==> src/rtl/pipe_ctrl_pkg.sv <==
// Shared definitions for the pipeline sequencing controller: FSM state encodings,
// address width default and the NOP word that flushed stages are loaded with.
package pipe_ctrl_pkg;

  localparam int unsigned AddrWidthDefault = 32;

  // RISC-V canonical NOP (addi x0, x0, 0); flushed IF/ID and ID/EX stages load this.
  localparam logic [31:0] NopInstr = 32'h0000_0013;

  typedef enum logic [1:0] {
    StRun    = 2'b00,
    StMdWait = 2'b01,
    StDrain  = 2'b10,
    StHalted = 2'b11
  } state_e;

endpackage

==> src/rtl/pipe_ctrl_if.sv <==
// Event/control bundle between the pipeline and pipe_ctrl. With PIPE_CTRL_PERF_EN
// defined the bundle also carries the stall/flush performance counters.
interface pipe_ctrl_if #(
  parameter int unsigned ADDR_WIDTH = pipe_ctrl_pkg::AddrWidthDefault
) ();

  logic                  jump_req_i;
  logic [ADDR_WIDTH-1:0] jump_addr_i;
  logic                  ld_use_i;
  logic                  md_start_i;
  logic                  md_done_i;
  logic                  halt_req_i;
  logic                  resume_i;

  logic                  pc_hold_o;
  logic                  pc_redirect_o;
  logic [ADDR_WIDTH-1:0] pc_redirect_addr_o;
  logic                  if_id_hold_o;
  logic                  if_id_flush_o;
  logic                  id_ex_hold_o;
  logic                  id_ex_flush_o;
  logic                  halt_ack_o;
  logic                  halted_o;

`ifdef PIPE_CTRL_PERF_EN
  logic [31:0]           stall_cnt_o;
  logic [31:0]           flush_cnt_o;

  modport slave (
    input  jump_req_i, jump_addr_i, ld_use_i, md_start_i, md_done_i, halt_req_i, resume_i,
    output pc_hold_o, pc_redirect_o, pc_redirect_addr_o, if_id_hold_o, if_id_flush_o,
    output id_ex_hold_o, id_ex_flush_o, halt_ack_o, halted_o, stall_cnt_o, flush_cnt_o
  );

  modport master (
    output jump_req_i, jump_addr_i, ld_use_i, md_start_i, md_done_i, halt_req_i, resume_i,
    input  pc_hold_o, pc_redirect_o, pc_redirect_addr_o, if_id_hold_o, if_id_flush_o,
    input  id_ex_hold_o, id_ex_flush_o, halt_ack_o, halted_o, stall_cnt_o, flush_cnt_o
  );
`else
  modport slave (
    input  jump_req_i, jump_addr_i, ld_use_i, md_start_i, md_done_i, halt_req_i, resume_i,
    output pc_hold_o, pc_redirect_o, pc_redirect_addr_o, if_id_hold_o, if_id_flush_o,
    output id_ex_hold_o, id_ex_flush_o, halt_ack_o, halted_o
  );

  modport master (
    output jump_req_i, jump_addr_i, ld_use_i, md_start_i, md_done_i, halt_req_i, resume_i,
    input  pc_hold_o, pc_redirect_o, pc_redirect_addr_o, if_id_hold_o, if_id_flush_o,
    input  id_ex_hold_o, id_ex_flush_o, halt_ack_o, halted_o
  );
`endif

endinterface

==> src/rtl/pipe_perf_cnt.sv <==
// 32-bit event counter that sticks at all-ones instead of wrapping.
module pipe_perf_cnt (
  input  logic        clk,
  input  logic        rst_n,
  input  logic        inc_i,
  output logic [31:0] cnt_o
);

  logic [31:0] cnt_q, cnt_d;

  always_comb begin
    cnt_d = cnt_q;
    if (inc_i && (cnt_q != '1)) begin
      cnt_d = cnt_q + 32'd1;
    end
  end

  always_ff @(posedge clk or negedge rst_n) begin
    if (!rst_n) begin
      cnt_q <= '0;
    end else begin
      cnt_q <= cnt_d;
    end
  end

  assign cnt_o = cnt_q;

endmodule

==> src/rtl/pipe_ctrl.sv <==
// Pipeline sequencing controller: owns PC / IF/ID / ID/EX hold and flush decisions for
// jumps, load-use, multi-cycle ops and debug halt. Optional counters: PIPE_CTRL_PERF_EN.
module pipe_ctrl
  import pipe_ctrl_pkg::*;
#(
  parameter int unsigned ADDR_WIDTH   = AddrWidthDefault,
  parameter int unsigned DRAIN_CYCLES = 3
) (
  input  logic          clk,
  input  logic          rst_n,
  pipe_ctrl_if.slave    bus
);

  localparam int unsigned CntW = (DRAIN_CYCLES > 1) ? $clog2(DRAIN_CYCLES) : 1;
  localparam logic [CntW-1:0] DrainInit = CntW'(DRAIN_CYCLES - 1);

  state_e          state_q, state_d;
  logic [CntW-1:0] cnt_q, cnt_d;
  logic            md_pending_q, md_pending_d;
  logic            halt_ack_q, halt_ack_d;
  logic            halted_q, halted_d;

  logic pc_hold, pc_redirect, if_id_hold, if_id_flush, id_ex_hold, id_ex_flush;

  always_comb begin
    state_d      = state_q;
    cnt_d        = cnt_q;
    md_pending_d = md_pending_q;
    pc_hold      = 1'b0;
    pc_redirect  = 1'b0;
    if_id_hold   = 1'b0;
    if_id_flush  = 1'b0;
    id_ex_hold   = 1'b0;
    id_ex_flush  = 1'b0;

    unique case (state_q)
      StRun: begin
        md_pending_d = 1'b0;
        if (bus.jump_req_i) begin
          pc_redirect = 1'b1;
          if_id_flush = 1'b1;
          id_ex_flush = 1'b1;
        end else if (bus.md_start_i) begin
          // An op that completes in its start cycle needs no stall at all.
          if (!bus.md_done_i) begin
            pc_hold    = 1'b1;
            if_id_hold = 1'b1;
            id_ex_hold = 1'b1;
            state_d    = StMdWait;
          end
        end else if (bus.ld_use_i) begin
          pc_hold     = 1'b1;
          if_id_hold  = 1'b1;
          id_ex_flush = 1'b1;
        end else if (bus.halt_req_i) begin
          pc_hold     = 1'b1;
          if_id_flush = 1'b1;
          cnt_d       = DrainInit;
          state_d     = StDrain;
        end
      end
      StMdWait: begin
        if (bus.md_done_i) begin
          state_d = StRun;
        end else begin
          pc_hold    = 1'b1;
          if_id_hold = 1'b1;
          id_ex_hold = 1'b1;
        end
      end
      StDrain: begin
        pc_hold     = 1'b1;
        if_id_flush = 1'b1;
        if (bus.jump_req_i) begin
          pc_redirect = 1'b1;
          id_ex_flush = 1'b1;
        end
        // A multi-cycle op entering EX while draining freezes the countdown until it completes.
        md_pending_d = !bus.md_done_i && (md_pending_q || bus.md_start_i);
        if (!md_pending_d) begin
          if (cnt_q == '0) begin
            state_d = StHalted;
          end else begin
            cnt_d = cnt_q - CntW'(1);
          end
        end
      end
      StHalted: begin
        pc_hold     = 1'b1;
        if_id_flush = 1'b1;
        if (bus.resume_i) begin
          state_d = StRun;
        end
      end
    endcase

    halted_d   = (state_d == StHalted);
    halt_ack_d = (state_d == StHalted) && (state_q != StHalted);
  end

  always_ff @(posedge clk or negedge rst_n) begin
    if (!rst_n) begin
      state_q      <= StRun;
      cnt_q        <= '0;
      md_pending_q <= 1'b0;
      halt_ack_q   <= 1'b0;
      halted_q     <= 1'b0;
    end else begin
      state_q      <= state_d;
      cnt_q        <= cnt_d;
      md_pending_q <= md_pending_d;
      halt_ack_q   <= halt_ack_d;
      halted_q     <= halted_d;
    end
  end

  assign bus.pc_hold_o          = pc_hold;
  assign bus.pc_redirect_o      = pc_redirect;
  assign bus.pc_redirect_addr_o = pc_redirect ? bus.jump_addr_i : '0;
  assign bus.if_id_hold_o       = if_id_hold;
  assign bus.if_id_flush_o      = if_id_flush;
  assign bus.id_ex_hold_o       = id_ex_hold;
  assign bus.id_ex_flush_o      = id_ex_flush;
  assign bus.halt_ack_o         = halt_ack_q;
  assign bus.halted_o           = halted_q;

`ifdef PIPE_CTRL_PERF_EN
  logic stall_inc;

  assign stall_inc = pc_hold && ((state_q == StRun) || (state_q == StMdWait));

  pipe_perf_cnt u_stall_cnt (
    .clk   (clk),
    .rst_n (rst_n),
    .inc_i (stall_inc),
    .cnt_o (bus.stall_cnt_o)
  );

  pipe_perf_cnt u_flush_cnt (
    .clk   (clk),
    .rst_n (rst_n),
    .inc_i (pc_redirect),
    .cnt_o (bus.flush_cnt_o)
  );
`endif

endmodule

==> src/flat_wrapper.sv <==
// flat-port wrapper written by rule: the top's interface ports become plain ports
module pipe_ctrl_flat import pipe_ctrl_pkg::*;
#(
  parameter int unsigned ADDR_WIDTH   = AddrWidthDefault,
  parameter int unsigned DRAIN_CYCLES = 3
)
  (clk, rst_n, bus_jump_req_i, bus_jump_addr_i, bus_ld_use_i, bus_md_start_i, bus_md_done_i, bus_halt_req_i, bus_resume_i, bus_pc_hold_o, bus_pc_redirect_o, bus_pc_redirect_addr_o, bus_if_id_hold_o, bus_if_id_flush_o, bus_id_ex_hold_o, bus_id_ex_flush_o, bus_halt_ack_o, bus_halted_o);
  pipe_ctrl_if #(.ADDR_WIDTH(ADDR_WIDTH)) bus_i ();
  input  logic clk;
  input  logic rst_n;
  input wire logic [$bits(bus_i.jump_req_i)-1:0] bus_jump_req_i;
  input wire logic [$bits(bus_i.jump_addr_i)-1:0] bus_jump_addr_i;
  input wire logic [$bits(bus_i.ld_use_i)-1:0] bus_ld_use_i;
  input wire logic [$bits(bus_i.md_start_i)-1:0] bus_md_start_i;
  input wire logic [$bits(bus_i.md_done_i)-1:0] bus_md_done_i;
  input wire logic [$bits(bus_i.halt_req_i)-1:0] bus_halt_req_i;
  input wire logic [$bits(bus_i.resume_i)-1:0] bus_resume_i;
  output wire logic [$bits(bus_i.pc_hold_o)-1:0] bus_pc_hold_o;
  output wire logic [$bits(bus_i.pc_redirect_o)-1:0] bus_pc_redirect_o;
  output wire logic [$bits(bus_i.pc_redirect_addr_o)-1:0] bus_pc_redirect_addr_o;
  output wire logic [$bits(bus_i.if_id_hold_o)-1:0] bus_if_id_hold_o;
  output wire logic [$bits(bus_i.if_id_flush_o)-1:0] bus_if_id_flush_o;
  output wire logic [$bits(bus_i.id_ex_hold_o)-1:0] bus_id_ex_hold_o;
  output wire logic [$bits(bus_i.id_ex_flush_o)-1:0] bus_id_ex_flush_o;
  output wire logic [$bits(bus_i.halt_ack_o)-1:0] bus_halt_ack_o;
  output wire logic [$bits(bus_i.halted_o)-1:0] bus_halted_o;
  assign bus_i.jump_req_i = bus_jump_req_i;
  assign bus_i.jump_addr_i = bus_jump_addr_i;
  assign bus_i.ld_use_i = bus_ld_use_i;
  assign bus_i.md_start_i = bus_md_start_i;
  assign bus_i.md_done_i = bus_md_done_i;
  assign bus_i.halt_req_i = bus_halt_req_i;
  assign bus_i.resume_i = bus_resume_i;
  assign bus_pc_hold_o = bus_i.pc_hold_o;
  assign bus_pc_redirect_o = bus_i.pc_redirect_o;
  assign bus_pc_redirect_addr_o = bus_i.pc_redirect_addr_o;
  assign bus_if_id_hold_o = bus_i.if_id_hold_o;
  assign bus_if_id_flush_o = bus_i.if_id_flush_o;
  assign bus_id_ex_hold_o = bus_i.id_ex_hold_o;
  assign bus_id_ex_flush_o = bus_i.id_ex_flush_o;
  assign bus_halt_ack_o = bus_i.halt_ack_o;
  assign bus_halted_o = bus_i.halted_o;
  pipe_ctrl #(.ADDR_WIDTH(ADDR_WIDTH), .DRAIN_CYCLES(DRAIN_CYCLES)) u_core (.clk(clk), .rst_n(rst_n), .bus(bus_i));
endmodule
==> config.mk <==
export PLATFORM = sky130hd
export DESIGN_NAME = pipe_ctrl_flat
export DESIGN_NICKNAME = d
export VERILOG_FILES = /design/src/rtl/pipe_ctrl_pkg.sv /design/src/rtl/pipe_ctrl_if.sv /design/src/rtl/pipe_perf_cnt.sv /design/src/rtl/pipe_ctrl.sv /design/src/flat_wrapper.sv
export SDC_FILE = /design/constraint.sdc
export NUM_CORES = 1
export LEC_CHECK = 0
export BUFFER_PORTS_ARGS = -buffer_cell sky130_fd_sc_hd__buf_2
export CORE_MARGIN = 5
export CORE_UTILIZATION = 35
export DETAILED_ROUTE_END_ITERATION = 10
export PLACE_DENSITY = 0.89
export SYNTH_ARGS = -nofsm -noshare
export SYNTH_HDL_FRONTEND = slang
export SYNTH_HIERARCHICAL = 1
export SYNTH_SLANG_ARGS = --single-unit
==> constraint.sdc <==
create_clock -name clk -period 4.4 [get_ports clk]
set_clock_uncertainty 0.15 [all_clocks]
set_input_delay 0.66 -clock clk [delete_from_list [all_inputs] [get_ports clk]]
set_output_delay 0.66 -clock clk [all_outputs]
set_load 0.01 [all_outputs]
==> run summary <==
Cells after DPL: 186
vias per cell: 4.46
Final TNS setup: 0 ns
CP Cell Sequence: and2b_1 > and2_1 > buf_2
initial drt markers: 12
max frequency: 384 MHz
fin. max-slew vios: 0
type of the worst min-delay path: input port to asynchronous set/reset pin
gr busiest metal: met2
RSZ-0062 raised after global routing: no
count leader, synth: and2_1
post-synthesis sequential area ratio: 0.256
Post-Route WL: 2490 um
Core ar.: 1900 sq um
post-cts sizing count: 0
Main synth FF type: dfrtp_1
number of I/O pins: 80
layout cell share with drive strength beyond 1: 0.534
cts hold-fix bufs: 0
worst hold slack: 0.0833 ns
critical path startpoint category: flip-flop
Worst-Margin Slew: 0.668 ns
Syn Inst Count: 85
Worst Path Class, Setup: flip-flop to output pin
maximum vdd drop: 0.000331 V
Seq cells post-synth: 7
CTS tree: built
Setup Buffers After CTS: 0
crit path buf inv count: 1
leakage: 0.651 nW
routed via count: 847
outcome: completed
top post-synthesis cells by area: and2_1 29%, dfrtp_1 26%, nor2b_1 3.7%
Slowest cell on crit path: and2b_1
Final min period: 2.60 ns
Distinct cells, synth: 27
final-report setup violation count: 0
post-place setup slack: 1.85 ns
top post-synthesis cells by count: 32 x and2_1, 7 x dfrtp_1, 6 x nor2_1
Residual DRC: 0
reg-to-reg startpoint: u_core/state_q[1]
CTS buffer count: 3
routed length per instance: 13.1 um
Remaining Overflow, GRT: 0
dpl cell area: 1080 sq um
H-tree level count: 1
Max-slew headroom: 0.555
post-synth top area share: 0.293
Die Height: 54.2 um
CP Data Arrival Time: 1.79 ns
Post-Layout Cell Count: 190
Mean Syn Cell Area: 8.04 sq um
crit share post-route: 0.591
Initial Util: 0.359
met3 usage: 0.0443
first-pass GRT wire length: 3450 um
Required @ worst endpoint: 3.59 ns
cell family with most CP delay: simple AND/OR/NAND/NOR gates
initial antenna violation count: 0
Placement Rows: 16
root buffer cell: clkbuf_4
Final HPWL DP: 2200 um
endpoints failing hold: 0
worst stage delay on the critical path: 0.69 ns
fraction of registers with async set/reset: 1.00
Yosys top cell by area: and2_1
Mapped Area: 683 sq um
count of max-cap constraint violations: 0
clock-pin slew on the worst setup and hold paths: 0.05 ns
Ys Warns: 6
net count after synthesis: 126
crit-path max FO: 33
worst-skew pair later-pin latency: 0.25 ns
Total Die Area: 2940 sq um
GR Util met2: 0.331
Final nets: 205
width of the die: 54.2 um
gr usage total: 0.163
crit end category: output pin
Area growth, synth to finish: 62.6%
M1 GR Usage: 0.144
crit path launch: u_core/state_q[0]
CTS max path bufs: 2
CTS Sinks: 7
antenna cells: 0
vias in the first global route: 762
largest net degree at the start of global routing: 34
setup ws final: 1.80 ns
Routed Antenna Nets: 0
Final Cell Area: 1110 sq um
Cell Pwr Density: 411 nW/um^2
IO Port Bufs: 79
EDFF count, synth: 0
Placer Congestion: 0.779
1st-pass router iterations: 3
==> layer usage <==
| layer | share of wire | wire length [um] | up-vias |
|---|---|---|---|
| met4 | 0.0068 | 17 | 0 |
| li1 | - | - | 431 |
| met2 | 0.54 | 1350 | 45 |
| met1 | 0.30 | 740 | 369 |
| met5 | 0 | 0 | - |
| met3 | 0.15 | 376 | 2 |
==> worst register-to-register path, stage by stage (launching register included) <==
cell and delay, ns:
dfrtp_1 0.57, nand2b_1 0.21, o21ai_0 0.24, o32ai_1 0.11, o21ba_1 0.22
==> worst paths after layout <==
path / end / slack, ns / cells after the start
worst max-delay path: bus_pc_redirect_addr_o[9] / 1.80 / 3
worst min-delay path: u_core/cnt_q[1] / 0.08 / 1
worst max register to register: u_core/cnt_q[1] / 2.84 / 4
worst min register to register: u_core/md_pending_q / 0.38 / 2
max in group asynchronous: u_core/md_pending_q / 3.87 / 1
min in group clk: u_core/md_pending_q / 0.38 / 2
==> power by group <==
group	leakage, nW	switching (mW)	total, mW	internal (mW)
registers	0.0903	0.0320	0.119	0.0866
logic	0.546	0.145	0.281	0.136
clock network	0.0150	0.0218	0.0562	0.0345
total	0.651	0.199	0.456	0.257
==> cell families after synthesis <==
family | Yosys count | synth area share
mux | 2 | 0.0311
compound gates | 13 | 0.139
simple gates | 55 | 0.504
buf+inv | 7 | 0.0513
fa+ha+maj | 1 | 0.0183
flops | 7 | 0.256
==> flip-flops by register name (all words and copies together) (netlist names) <==
signal and count:
u_core/state_q 2, u_core/bus.halted_o 1, u_core/cnt_q 2, u_core/bus.halt_ack_o 1
u_core/md_pending_q 1
==> area by class of cell <==
type / count / area [sq um]
tap: 27 / 33.8
inverter: 2 / 7.51
timing repair buffer: 79 / 395
clock buffer: 4 / 26.3
sequential: 7 / 175
multi-input combinational: 71 / 473
fill: 173 / 791
==> cells in the final DEF, fill, tap and decap left out, types with 3 or more instances in the layout <==
cell / n
nor2b_1: 4
o21bai_1: 3
buf_2: 79
o21ai_0: 4
dfrtp_1: 7
clkbuf_4: 3
nor2_1: 6
nand2_1: 4
and2_1: 32
==> metrics by stage <==
stage	power (mW)	util
after floorplan	0.300	-
after global placement	0.386	0.570
after detailed placement	0.403	0.570
after CTS	0.461	0.584
after global routing	0.498	0.584
final	0.456	0.584
No activity file was read; power rests on OpenSTA's default activity.
